`src/rtl/uart_byte_rx.sv`:
```
// uart_byte_rx
//
// UART receiver for 8 data bits, no parity and 1 stop bit, sent LSB first.
// It turns the asynchronous `rx` line into bytes. Each finished byte waits in
// a one-entry output register that uses a valid/ready handshake.
//
// Ports:
//   clk        system clock (single clock domain)
//   rst        synchronous, active-high reset
//   rx         asynchronous serial input, idles high
//   out_data   received byte, stable while out_valid is high
//   out_valid  a byte is waiting; held until the consumer takes it
//   out_ready  consumer takes the byte on an edge where valid and ready are both 1
//   frame_err  one-cycle pulse when a stop bit samples low
//   overrun    one-cycle pulse when a finished byte is dropped because the
//              output register is still full
//   busy       high whenever the receiver is not idle
module uart_byte_rx #(
    parameter int CLK_FREQ     = 50_000_000,
    parameter int BAUD         = 9600,
    parameter int CLKS_PER_BIT = CLK_FREQ / BAUD
) (
    input  logic       clk,
    input  logic       rst,
    input  logic       rx,
    output logic [7:0] out_data,
    output logic       out_valid,
    input  logic       out_ready,
    output logic       frame_err,
    output logic       overrun,
    output logic       busy
);

    localparam int CNT_W = $clog2(CLKS_PER_BIT);
    localparam logic [CNT_W-1:0] HALF_LAST = CNT_W'(CLKS_PER_BIT / 2 - 1);
    localparam logic [CNT_W-1:0] FULL_LAST = CNT_W'(CLKS_PER_BIT - 1);

    if (CLKS_PER_BIT < 8) begin : g_bad_baud
        $error("uart_byte_rx: CLK_FREQ/BAUD must be at least 8");
    end

    typedef enum logic [1:0] {
        IDLE,
        START,
        DATA,
        STOP
    } state_t;

    state_t           state, state_n;
    logic [CNT_W-1:0] cnt, cnt_n;
    logic [2:0]       bit_idx, bit_idx_n;
    logic [7:0]       shift, shift_n;

    logic             rx_meta, rx_s, rx_prev;
    logic [1:0]       settle;
    logic             armed;
    logic             start_edge;
    logic             deliver;
    logic             stop_bad;

    assign start_edge = armed && rx_prev && !rx_s;
    assign busy       = (state != IDLE);

    // Synchronizer, edge-detect history and the arm bit.
    // The synchronizer flops reset to 1. During the first two cycles after
    // reset, rx_s shows those reset values and not the real line level.
    // `settle` waits until real line samples reach rx_s. Because of this, a
    // line held low through reset release never arms the receiver.
    // After a framing error the arm bit is cleared. The line must then go
    // high again before another start bit is accepted.
    always_ff @(posedge clk) begin
        if (rst) begin
            rx_meta <= 1'b1;
            rx_s    <= 1'b1;
            rx_prev <= 1'b1;
            settle  <= 2'b00;
            armed   <= 1'b0;
        end else begin
            rx_meta <= rx;
            rx_s    <= rx_meta;
            rx_prev <= rx_s;
            settle  <= {settle[0], 1'b1};
            if (stop_bad) begin
                armed <= 1'b0;
            end else if (settle[1] && rx_s) begin
                armed <= 1'b1;
            end
        end
    end

    // Register for the FSM state, the bit-period counter and the shift register.
    always_ff @(posedge clk) begin
        if (rst) begin
            state   <= IDLE;
            cnt     <= '0;
            bit_idx <= '0;
            shift   <= '0;
        end else begin
            state   <= state_n;
            cnt     <= cnt_n;
            bit_idx <= bit_idx_n;
            shift   <= shift_n;
        end
    end

    // Next-state logic.
    // The start bit is sampled at mid-bit. Each later bit is sampled one full
    // bit period after the previous sample, so every sample lands near the
    // middle of its bit.
    // The FSM leaves STOP at the stop-bit sample, half a bit early. This lets
    // it catch a start edge that follows right after the stop bit.
    always_comb begin
        state_n   = state;
        cnt_n     = cnt + CNT_W'(1);
        bit_idx_n = bit_idx;
        shift_n   = shift;
        deliver   = 1'b0;
        stop_bad  = 1'b0;
        case (state)
            IDLE: begin
                cnt_n = '0;
                if (start_edge) begin
                    state_n = START;
                end
            end
            START: begin
                if (cnt == HALF_LAST) begin
                    cnt_n = '0;
                    if (!rx_s) begin
                        bit_idx_n = 3'd0;
                        state_n   = DATA;
                    end else begin
                        state_n = IDLE;
                    end
                end
            end
            DATA: begin
                if (cnt == FULL_LAST) begin
                    cnt_n            = '0;
                    shift_n[bit_idx] = rx_s;
                    if (bit_idx == 3'd7) begin
                        state_n = STOP;
                    end else begin
                        bit_idx_n = bit_idx + 3'd1;
                    end
                end
            end
            STOP: begin
                if (cnt == FULL_LAST) begin
                    cnt_n   = '0;
                    state_n = IDLE;
                    if (rx_s) begin
                        deliver = 1'b1;
                    end else begin
                        stop_bad = 1'b1;
                    end
                end
            end
            default: begin
                state_n = IDLE;
            end
        endcase
    end

    // One-entry output register and the status flag pulses.
    // If a new byte arrives on the same edge the old byte is consumed, the new
    // byte replaces it. If the old byte is still waiting, the new byte is
    // dropped and an overrun is flagged.
    always_ff @(posedge clk) begin
        if (rst) begin
            out_data  <= '0;
            out_valid <= 1'b0;
            frame_err <= 1'b0;
            overrun   <= 1'b0;
        end else begin
            frame_err <= stop_bad;
            overrun   <= deliver && out_valid && !out_ready;
            if (deliver && (!out_valid || out_ready)) begin
                out_data  <= shift;
                out_valid <= 1'b1;
            end else if (out_valid && out_ready) begin
                out_valid <= 1'b0;
            end
        end
    end

endmodule

```
`config.mk`:
```
export PLATFORM = sky130hd
export DESIGN_NAME = uart_byte_rx
export DESIGN_NICKNAME = d
export VERILOG_FILES = /design/src/rtl/uart_byte_rx.sv
export SDC_FILE = /design/constraint.sdc
export NUM_CORES = 1
export LEC_CHECK = 0
export CORE_MARGIN = 2
export CORE_UTILIZATION = 40
export DETAILED_ROUTE_END_ITERATION = 16
export PLACE_DENSITY = 0.65
export SETUP_SLACK_MARGIN = 0.2
export SYNTH_ARGS = -nofsm -noshare
export SYNTH_HDL_FRONTEND = slang
export SYNTH_SLANG_ARGS = --single-unit
```
`constraint.sdc`:
```
create_clock -name clk -period 2.5 [get_ports clk]
set_clock_uncertainty 0.15 [all_clocks]
set_input_delay 0.5 -clock clk [delete_from_list [all_inputs] [get_ports clk]]
set_output_delay 0.5 -clock clk [all_outputs]
set_load 0.05 [all_outputs]
```
==> results of run 1 <==
-- metal layers --
| layer | wire length [um] | vias up | track usage, % |
|---|---|---|---|
| met4 | 55 | 0 | 5.66 |
| met3 | 92 | 6 | 4.31 |
| met2 | 1400 | 10 | 21.1 |
| met1 | 1660 | 609 | 18.8 |
| li1 | - | 718 | - |
| met5 | 0 | - | 0 |
-- sequential cells by signal (all words and copies together) (netlist names), named ones only --
register and flops:
bit_idx 3, frame_err 1, settle 2, overrun 1, out_data 8, rx_meta 1
cnt 13, rx_s 1, armed 1, rx_prev 1, shift 8, out_valid 1
state 1
-- kinds of logic after synthesis --
family	count (synthesis)	share of synthesized area, %
AND/OR/NAND/NOR	95	29.1
flip-flops	43	46.5
AO/OA/AOI/OAI	17	5.14
multiplexers	16	8.65
buffers and inverters	14	3.38
XOR/XNOR	11	5.21
adder cells (fa/ha/maj)	3	2.03
-- where the power goes --
part / internal, mW / leakage [nW] / switching (mW)
combinational: 0.0109 / 0.386 / 0.0156
clock: 0.293 / 0.0513 / 0.220
sequential: 0.690 / 0.348 / 0.00544
-- stage by stage --
step           setup slack, ns  cells
3_5_place_dp             0.339    261
3_3_place_gp             0.380    261
6_report                 0.348    268
5_1_grt                  0.213    268
2_1_floorplan            0.495    199
4_1_cts                  0.299    268
-- Yosys cell counts, drive strengths merged (2+ instances only) --
cell type / count
buf: 3
xnor2: 5
clkbuf: 6
a21oi: 9
nor2: 39
and4: 3
o21ai: 6
ha: 3
inv: 5
or4b: 2
nand3: 6
and3: 3
dfxtp: 43
xor2: 6
mux2i: 16
nor3: 5
or2: 3
nor2b: 2
nand2: 12
nor4: 2
nand2b: 2
nand4: 5
nor3b: 2
-- critical path, cell delays in order, from the launching register on --
cell and delay, ns:
dfxtp_1 0.38, ha_2 0.24, nor3b_4 0.28, and4_4 0.28, nor3_1 0.08, or4b_1 0.54, a21oi_1 0.15
-- layout make-up --
| type | instances | area, um^2 |
|---|---|---|
| tap | 52 | 65.1 |
| clock buffer | 6 | 72.6 |
| timing repair buffer | 19 | 179 |
| clock inverter | 1 | 30.0 |
| fill | 430 | 2260 |
| sequential | 43 | 861 |
| multi-input combinational | 142 | 932 |
| inverter | 5 | 18.8 |
-- final timing paths --
| kind | from | to | slack, ns | cells after the start |
|---|---|---|---|---|
| setup / recovery | cnt[0]$_SDFF_PP0_ | bit_idx[2]$_SDFFE_PP0P_ | 0.35 | 6 |
| hold / removal | rx_meta$_SDFF_PP1_ | rx_s$_SDFF_PP1_ | 0.27 | 1 |
| setup reg to reg | cnt[0]$_SDFF_PP0_ | bit_idx[2]$_SDFFE_PP0P_ | 0.35 | 6 |
| hold reg to reg | rx_meta$_SDFF_PP1_ | rx_s$_SDFF_PP1_ | 0.27 | 1 |
-- repair_timing --
item / CTS / global route
gates cloned: 0 / 0
gates resized for setup: 1 / 3
endpoints found under the setup margin: 1 / 2
==> out/summary.txt, run 1 <==
Ports - 16
Status - completed
Cell row count - 24
Synth-to-Final Area Change - 16.6%
RSZ-0062 raised after global routing - false
# diodes - 0
CTS Sinks - 43
# Post-CTS Setup Buffers - 0
Commonest cells after routing, fill and taps aside - dfxtp_1, nor2_1, mux2i_1
Vias per inst - 5.01
Cells after Synth - 199
Clock transition at path regs - 0.08 ns
Final count of negative-setup-slack endpoints - 0
Clk buf depth - 2
Synthesized area per cell - 9.30 um^2
Syn Nets - 206
Rel. slew slack - 66.5%
Root Buffer - clkbuf_8
Post-synth ARST share - 0%
Post-synth top area share - 46.5%
Starting DRT DRC Count - 82
Initial Utilization - 41.9%
EDFF count, synth - 0
Layout cells sized above 1 - 10.2%
Global-route wire length before repair - 5720 um
Via Count - 1343
DIE WIDTH - 72.0 um
Ys flop type - dfxtp_1
Kind of critical path - flop to flop
TritonCTS clock tree - done
Min cycle time layout - 2.15 ns
Final ANT Viol Nets - 0
Antenna violations before repair - 0
Seq cells post-synth - 43
Final Hold Viols - 0
Worst EP required - 2.58 ns
DR WL/cell - 12.0 um
Die area - 0.00519 mm^2
Post-DP HPWL - 2180 um
Worst skew pair latency - 0.29 ns
Global placement routability congestion - 0.873
Drt first pass iters - 4
Largest net degree at the start of global routing - 25
Worst IR Drop VDD - 0.292 mV
Gr usage total - 14.0%
CP startpoint kind - flop
CP arrival - 2.23 ns
Number of global-route vias before repair - 1291
Cell Area, Synth - 0.00185 mm^2
Nets - 223
Total wire length - 3210 um
Core Area - 0.00441 mm^2
Design Power - 1.23 mW
Synth top area cells - dfxtp_1, mux2i_1, nor2_1
Total gr overflow - 0
Period utilisation layout - 86.1%
Final Max Slew Viols - 0
CP endpoint kind - flop
Port bufs - 15
Design Area, Final - 0.00216 mm^2
Chip height - 72.0 um
Max-cap violations - 0
CTS Hold Bufs - 0
H-tree depth - 2
Seq/Total Area, Yosys - 46.5%
Post-DP Area - 0.00205 mm^2
Setup TNS - 0 ns
CP Max Fanout - 5
Yosys cell types - 42
Hold WS - 0.269 ns
TritonCTS buffer count - 5
DRC viols - 0
Final core occ - 48.9%
Most common cell after layout, fill and taps aside - dfxtp_1
Post-synth top area cell - dfxtp_1
P_leak - 0.785 nW
HP Class - flop to flop
Cell Pwr Density - 572 mW/mm^2
Yosys warnings - 0
Worst-margin pin slew - 0.501 ns
Fmax - 0.465 GHz
Power figures use the tool's default switching activity.
==> inputs of run 2 (changes only) <==
--- a/config.mk
+++ b/config.mk
@@ -5,11 +5,12 @@
 export SDC_FILE = /design/constraint.sdc
 export NUM_CORES = 1
 export LEC_CHECK = 0
+export ABC_AREA = 1
 export CORE_MARGIN = 2
 export CORE_UTILIZATION = 40
 export DETAILED_ROUTE_END_ITERATION = 16
 export PLACE_DENSITY = 0.65
-export SETUP_SLACK_MARGIN = 0.2
+export SETUP_SLACK_MARGIN = 0.05
 export SYNTH_ARGS = -nofsm -noshare
 export SYNTH_HDL_FRONTEND = slang
 export SYNTH_SLANG_ARGS = --single-unit
==> out/summary.txt, run 2 <==
Pre-CTS setup slack - 0.431 ns (+0.0919 ns)
Slowest library cell on the worst path - clkdlybuf4s50_1
Max-cap violations - 0 (unchanged)
TritonCTS clock tree - done
Port bufs - 15 (unchanged)
Period utilisation layout - 83.9% (-2.1 points)
Final Non-Filler Cells - 336 (+25%)
Cells after Synth - 261 (+31%)
CP startpoint kind - flop
Cell row count - 25 (+4.2%)
Largest regs - cnt x13, out_data x8, shift x8
Hold depth - 2 (+1)
Seq/Total Area, Yosys - 44.6% (-1.9 points)
Design Power - 1.20 mW (-2.4%)
Max FFs per register - 13 (unchanged)
TritonCTS buffer count - 5 (unchanged)
Yosys warnings - 0 (unchanged)
Top sig layer - met4
Syn Nets - 268 (+30%)
Post-synth ARST share - 0% (unchanged)
Synth-to-Final Area Change - 15.4%
Number of global-route vias before repair - 1423 (+10%)
Met1 Routed Length - 1870 um (+13%)
Root Buffer - clkbuf_8
CP Depth - 1 (-5)
WP buf/inv - 1 (+1)
EDFF count, synth - 0 (unchanged)
Seq cells post-synth - 43 (unchanged)
Ports - 16 (unchanged)
Largest net degree at the start of global routing - 18 (-28%)
Global-route wire length before repair - 6400 um (+12%)
CTS resizes - 0 (-1)
Rel. slew slack - 64.4% (-2.1 points)
CP delay by family, top - buffers and inverters
Post-synth top area share - 44.6% (-1.9 points)
Yosys cell types - 29 (-31%)
Layout cells sized above 1 - 9.93% (-0.26 points)
HP Class - flop to flop
Area of the multi-input gates - 901 um^2 (-3.4%)
CTS Sinks - 43 (unchanged)
Min cycle time layout - 2.10 ns (-0.0533 ns)
Synthesized area per cell - 7.40 um^2 (-20%)
Clk buf depth - 2 (unchanged)
Final count of negative-setup-slack endpoints - 0 (unchanged)
Most numerous cell in the Yosys netlist - nor2_1
Antenna violations before repair - 0 (unchanged)
Crit path cell chain - clkdlybuf4s50_1
Global placement routability congestion - 0.788 (-9.7%)
Total gr overflow - 0 (unchanged)
# diodes - 0 (unchanged)
CP endpoint kind - output port
Commonest cells after routing, fill and taps aside - nor2_1, dfxtp_1, nand2_1
Final ANT Viol Nets - 0 (unchanged)
Initial Utilization - 41.1% (-0.78 points)
Starting DRT DRC Count - 103 (+26%)
RSZ-0062 raised after global routing - false
Metal2 WL - 1530 um (+9.3%)
DRC viols - 0 (unchanged)
Status - completed
Core Area - 0.00469 mm^2 (+6.3%)
CTS Hold Bufs - 0 (unchanged)
CP arrival - 1.45 ns (-0.78 ns)
Final Max Slew Viols - 0 (unchanged)
Cell Area, Synth - 0.00193 mm^2 (+4.3%)
Worst skew pair latency - 0.30 ns (about the same)
Crit-path max cell delay - 0.81 ns (+0.27 ns)
H-tree depth - 2 (unchanged)
Top post-synthesis cells by count - nor2_1, dfxtp_1, nand2_1
Ys flop type - dfxtp_1
Vias per inst - 4.79 (-4.5%)
Die area - 0.00540 mm^2 (+4.1%)
Cell Pwr Density - 541 mW/mm^2 (-5.5%)
# Post-CTS Setup Buffers - 0 (unchanged)
Register Area - 861 um^2 (unchanged)
Worst IR Drop VDD - 0.270 mV (-7.7%)
Worst-margin pin slew - 0.533 ns (+0.0327 ns)
Setup TNS - 0 ns (unchanged)
Kind of critical path - flop to output port
Placed Cells - 328 (+26%)
DR WL/cell - 10.7 um (-11%)
DIE WIDTH - 73.5 um (+2.0%)
DR WL met3 - 119 um (+29%)
Post-synth top area cell - dfxtp_1
Final WS setup - 0.401 ns (+0.0533 ns)
Worst EP required - 1.85 ns (-0.73 ns)
Drt first pass iters - 4 (unchanged)
P_leak - 0.860 nW (+9.6%)
Total wire length - 3600 um (+12%)
Nets - 288 (+29%)
Gr usage total - 15.2% (+1.2 points)
Chip height - 73.5 um (+2.0%)
Final Hold Viols - 0 (unchanged)
FF-to-FF path depth - 10 (+4)
Fmax - 0.476 GHz (+2.5%)
Most common cell after layout, fill and taps aside - nor2_1
Clock transition at path regs - 0.08 ns (about the same)
Top reg by flops - cnt
Post-DP HPWL - 2640 um (+21%)
CP Max Fanout - 2 (-3)
Synth top area cells - dfxtp_1, nor2_1, nand2_1
Filler instances - 468 (+8.8%)
Via Count - 1608 (+20%)
==> run 2: changes by cell type after synthesis, moves of 5 or more <==
cell / delta
o21ai_0: +10
a21oi_1: +6
nor2_1: +11
mux2i_1: -16
nand2_1: +28
inv_1: +29
xnor2_1: -5
==> run 2: power breakdown <==
| part | internal, mW | switching (mW) |
|---|---|---|
| clock | 0.195 | 0.237 |
| sequential | 0.693 | 0.00983 |
| combinational | 0.0239 | 0.0454 |
| total | 0.912 | 0.292 |
==> run 2: final timing paths <==
| check | from | end | slack, ns |
|---|---|---|---|
| max reg2reg | cnt[0]$_SDFF_PP0_ | out_data[6]$_SDFFE_PP0P_ | 0.68 |
| min | settle[0]$_DFF_P_ | settle[1]$_SDFF_PP0_ | 0.25 |
| max | out_data[6]$_SDFFE_PP0P_ | out_data[6] | 0.40 |
| min reg2reg | settle[0]$_DFF_P_ | settle[1]$_SDFF_PP0_ | 0.25 |
==> run 2: routing by layer <==
metal	GRT usage (%)	vias to the layer above
met3	4.12	9
met5	0	-
met4	6.67	0
li1	-	879
met2	21.8	21
met1	21.2	699
==> run 2: cell families (layout without fill, tap and decap cells) <==
logic type	Yosys count	after routing	share of synthesized area [%]
DFF	43	43	44.6
xor gates and xnor gates	5	5	2.27
adders and majority gates	3	3	1.94
and+or+nand+nor	132	132	32.9
buffers and inverters	42	63	8.75
AOI/OAI and AO/OA	36	36	9.53
==> run 2: final cells by class <==
| class | count | area share [%] |
|---|---|---|
| clock buffers | 6 | 3.26 |
| flip-flops and latches | 43 | 38.7 |
| well taps | 54 | 3.03 |
| multi-input cells | 176 | 40.4 |
| clock inverters | 2 | 0.562 |
| inverters | 38 | 6.52 |
| repair buffers | 17 | 7.53 |
==> run 2: per-stage QoR <==
step                util (%)  area [um^2]  hold WS [ns]
floorplan                  -         1930         0.238
global placement        45.6         2140         0.240
detailed placement      45.6         2140         0.243
CTS                     47.4         2220         0.255
global route            47.5         2230         0.262
finish                  47.5         2230         0.253
==> inputs of run 3 (changes only) <==
==> constraint.sdc (replaced) <==
create_clock -name clk -period 2.1 [get_ports clk]
set_clock_uncertainty 0.15 [all_clocks]
set_input_delay 0.42 -clock clk [delete_from_list [all_inputs] [get_ports clk]]
set_output_delay 0.42 -clock clk [all_outputs]
set_load 0.05 [all_outputs]
==> out/summary.txt, run 3 (synthesis results as in run 2) <==
Hold WS - 0.256 ns (+0.00325 ns)
Clk buf depth - 2 (unchanged)
Drt first pass iters - 4 (unchanged)
Setup TNS - 0 ns (unchanged)
Crit-path max cell delay - 0.80 ns (about the same)
Max FFs per register - 13 (unchanged)
H-tree depth - 2 (unchanged)
Nets - 288 (unchanged)
Kind of critical path - flop to output port
Max-cap violations - 0 (unchanged)
Cell Pwr Density - 641 mW/mm^2 (+19%)
Root Buffer - clkbuf_8
FF-to-FF path depth - 10 (unchanged)
Top reg by flops - cnt
Worst R2R Setup Slack - 0.27 ns (-0.41 ns)
Global-route wire length before repair - 5960 um (-6.8%)
Global placement routability congestion - 0.802 (+1.8%)
Initial Utilization - 41.1% (unchanged)
CTS Hold Bufs - 0 (unchanged)
Core Area - 0.00469 mm^2 (unchanged)
Period utilisation layout - 95.5%
DR WL/cell - 10.5 um (-1.7%)
Fmax - 0.499 GHz
Design Power - 1.43 mW (+19%)
WP buf/inv - 1 (unchanged)
HP Class - flop to flop
Hold depth - 2 (unchanged)
Min cycle time layout - 2.01 ns
Crit path cell chain - clkdlybuf4s50_1
Number of global-route vias before repair - 1388 (-2.5%)
TritonCTS buffer count - 5 (unchanged)
Total gr overflow - 0 (unchanged)
Layout cells sized above 1 - 10.3% (+0.35 points)
Slowest library cell on the worst path - clkdlybuf4s50_1
Largest net degree at the start of global routing - 18 (unchanged)
Final ANT Viol Nets - 0 (unchanged)
CP startpoint kind - flop
Starting DRT DRC Count - 104 (+0.97%)
# Post-CTS Setup Buffers - 0 (unchanged)
# diodes - 0 (unchanged)
Via Count - 1576 (-2.0%)
Worst IR Drop VDD - 0.403 mV (+49%)
CP Max Fanout - 2 (unchanged)
Final count of negative-setup-slack endpoints - 0 (unchanged)
Rel. slew slack - 61.5% (-2.9 points)
Worst EP required - 1.53 ns (-0.32 ns)
Ports - 16 (unchanged)
RSZ-0062 raised after global routing - false
Final Hold Viols - 0 (unchanged)
DIE WIDTH - 73.5 um (unchanged)
Final Max Slew Viols - 0 (unchanged)
Vias per inst - 4.69 (-2.0%)
Chip height - 73.5 um (unchanged)
CP endpoint kind - output port
WHS Endpoint - settle[1]$_SDFF_PP0_
Post-DP HPWL - 2510 um (-4.8%)
Area of the multi-input gates - 901 um^2 (unchanged)
Worst skew pair latency - 0.29 ns (about the same)
Worst-margin pin slew - 0.576 ns (+0.0428 ns)
Die area - 0.00540 mm^2 (unchanged)
Commonest cells after routing, fill and taps aside - nor2_1, dfxtp_1, nand2_1
TritonCTS clock tree - done
Critical register-to-register path endpoint - out_data[0]$_SDFFE_PP0P_
Status - completed
Synth-to-Final Area Change - 15.7%
Antenna violations before repair - 0 (unchanged)
CTS Sinks - 43 (unchanged)
Cell row count - 25 (unchanged)
Register Area - 861 um^2 (unchanged)
P_leak - 0.848 nW (-1.4%)
Total wire length - 3530 um (-1.7%)
CP delay by family, top - buffers and inverters
DRC viols - 0 (unchanged)
Worst reg2reg path startpoint - cnt[0]$_SDFF_PP0_
Clock transition at path regs - 0.08 ns (about the same)
CTS resizes - 0 (unchanged)
CP arrival - 1.44 ns (about the same)
Port bufs - 15 (unchanged)
Filler instances - 457 (-2.4%)
Largest regs - cnt x13, out_data x8, shift x8
Beginning of the worst hold path - settle[0]$_DFF_P_
Most common cell after layout, fill and taps aside - nor2_1
Gr usage total - 14.3% (-0.86 points)
[run 3: cell count changes in the layout (fill, tap and decap cells not counted)]
cell            previous run  this run
buf_12                     0         1
dlymetal6s2s_1             1         0
[run 3: power breakdown]
part / leakage [nW] / internal, mW / total (mW) / switching, mW
Sequential: 0.348 / 0.825 / 0.838 / 0.0133
Clock: 0.0412 / 0.232 / 0.504 / 0.272
Combinational: 0.459 / 0.0354 / 0.0895 / 0.0541
[run 3: worst max-delay path by stage]
stage | start | endpoint | depth (start not counted)
detailed placement | cnt[0]$_SDFF_PP0_ | out_data[0]$_SDFFE_PP0P_ | 10
CTS | out_data[5]$_SDFFE_PP0P_ | out_data[5] | 1
global route | out_data[6]$_SDFFE_PP0P_ | out_data[6] | 1
global placement | cnt[0]$_SDFF_PP0_ | out_data[0]$_SDFFE_PP0P_ | 10
finish | out_data[6]$_SDFFE_PP0P_ | out_data[6] | 1
floorplan | cnt[0]$_SDFF_PP0_ | out_data[3]$_SDFFE_PP0P_ | 10
[run 3: routing by layer]
layer | up-vias | share of wire [%] | track usage [%]
met5 | - | 0 | 0
met4 | 0 | 1.4 | 6.06
met3 | 2 | 2.9 | 3.84
met2 | 19 | 43 | 21.1
met1 | 686 | 53 | 19.7
li1 | 869 | - | -
[run 3: cell type report]
cell class              count  area share (%)
well taps                  54            3.02
clock inverters             2           0.560
multi-input cells         176            40.3
repair buffers             17            7.84
clock buffers               6            3.25
inverters                  38            6.49
flip-flops and latches     43            38.5
[run 3: per-stage QoR]
| stage | cell area [um^2] | utilization (%) | setup slack (ns) | instances |
|---|---|---|---|---|
| after floorplan | 1930 | - | 0.451 | 261 |
| after global placement | 2150 | 45.8 | 0.327 | 328 |
| after detailed placement | 2150 | 45.8 | 0.276 | 328 |
| after CTS | 2230 | 47.6 | 0.0816 | 336 |
| after global routing | 2230 | 47.6 | 0.0510 | 336 |
| final | 2230 | 47.6 | 0.0946 | 336 |
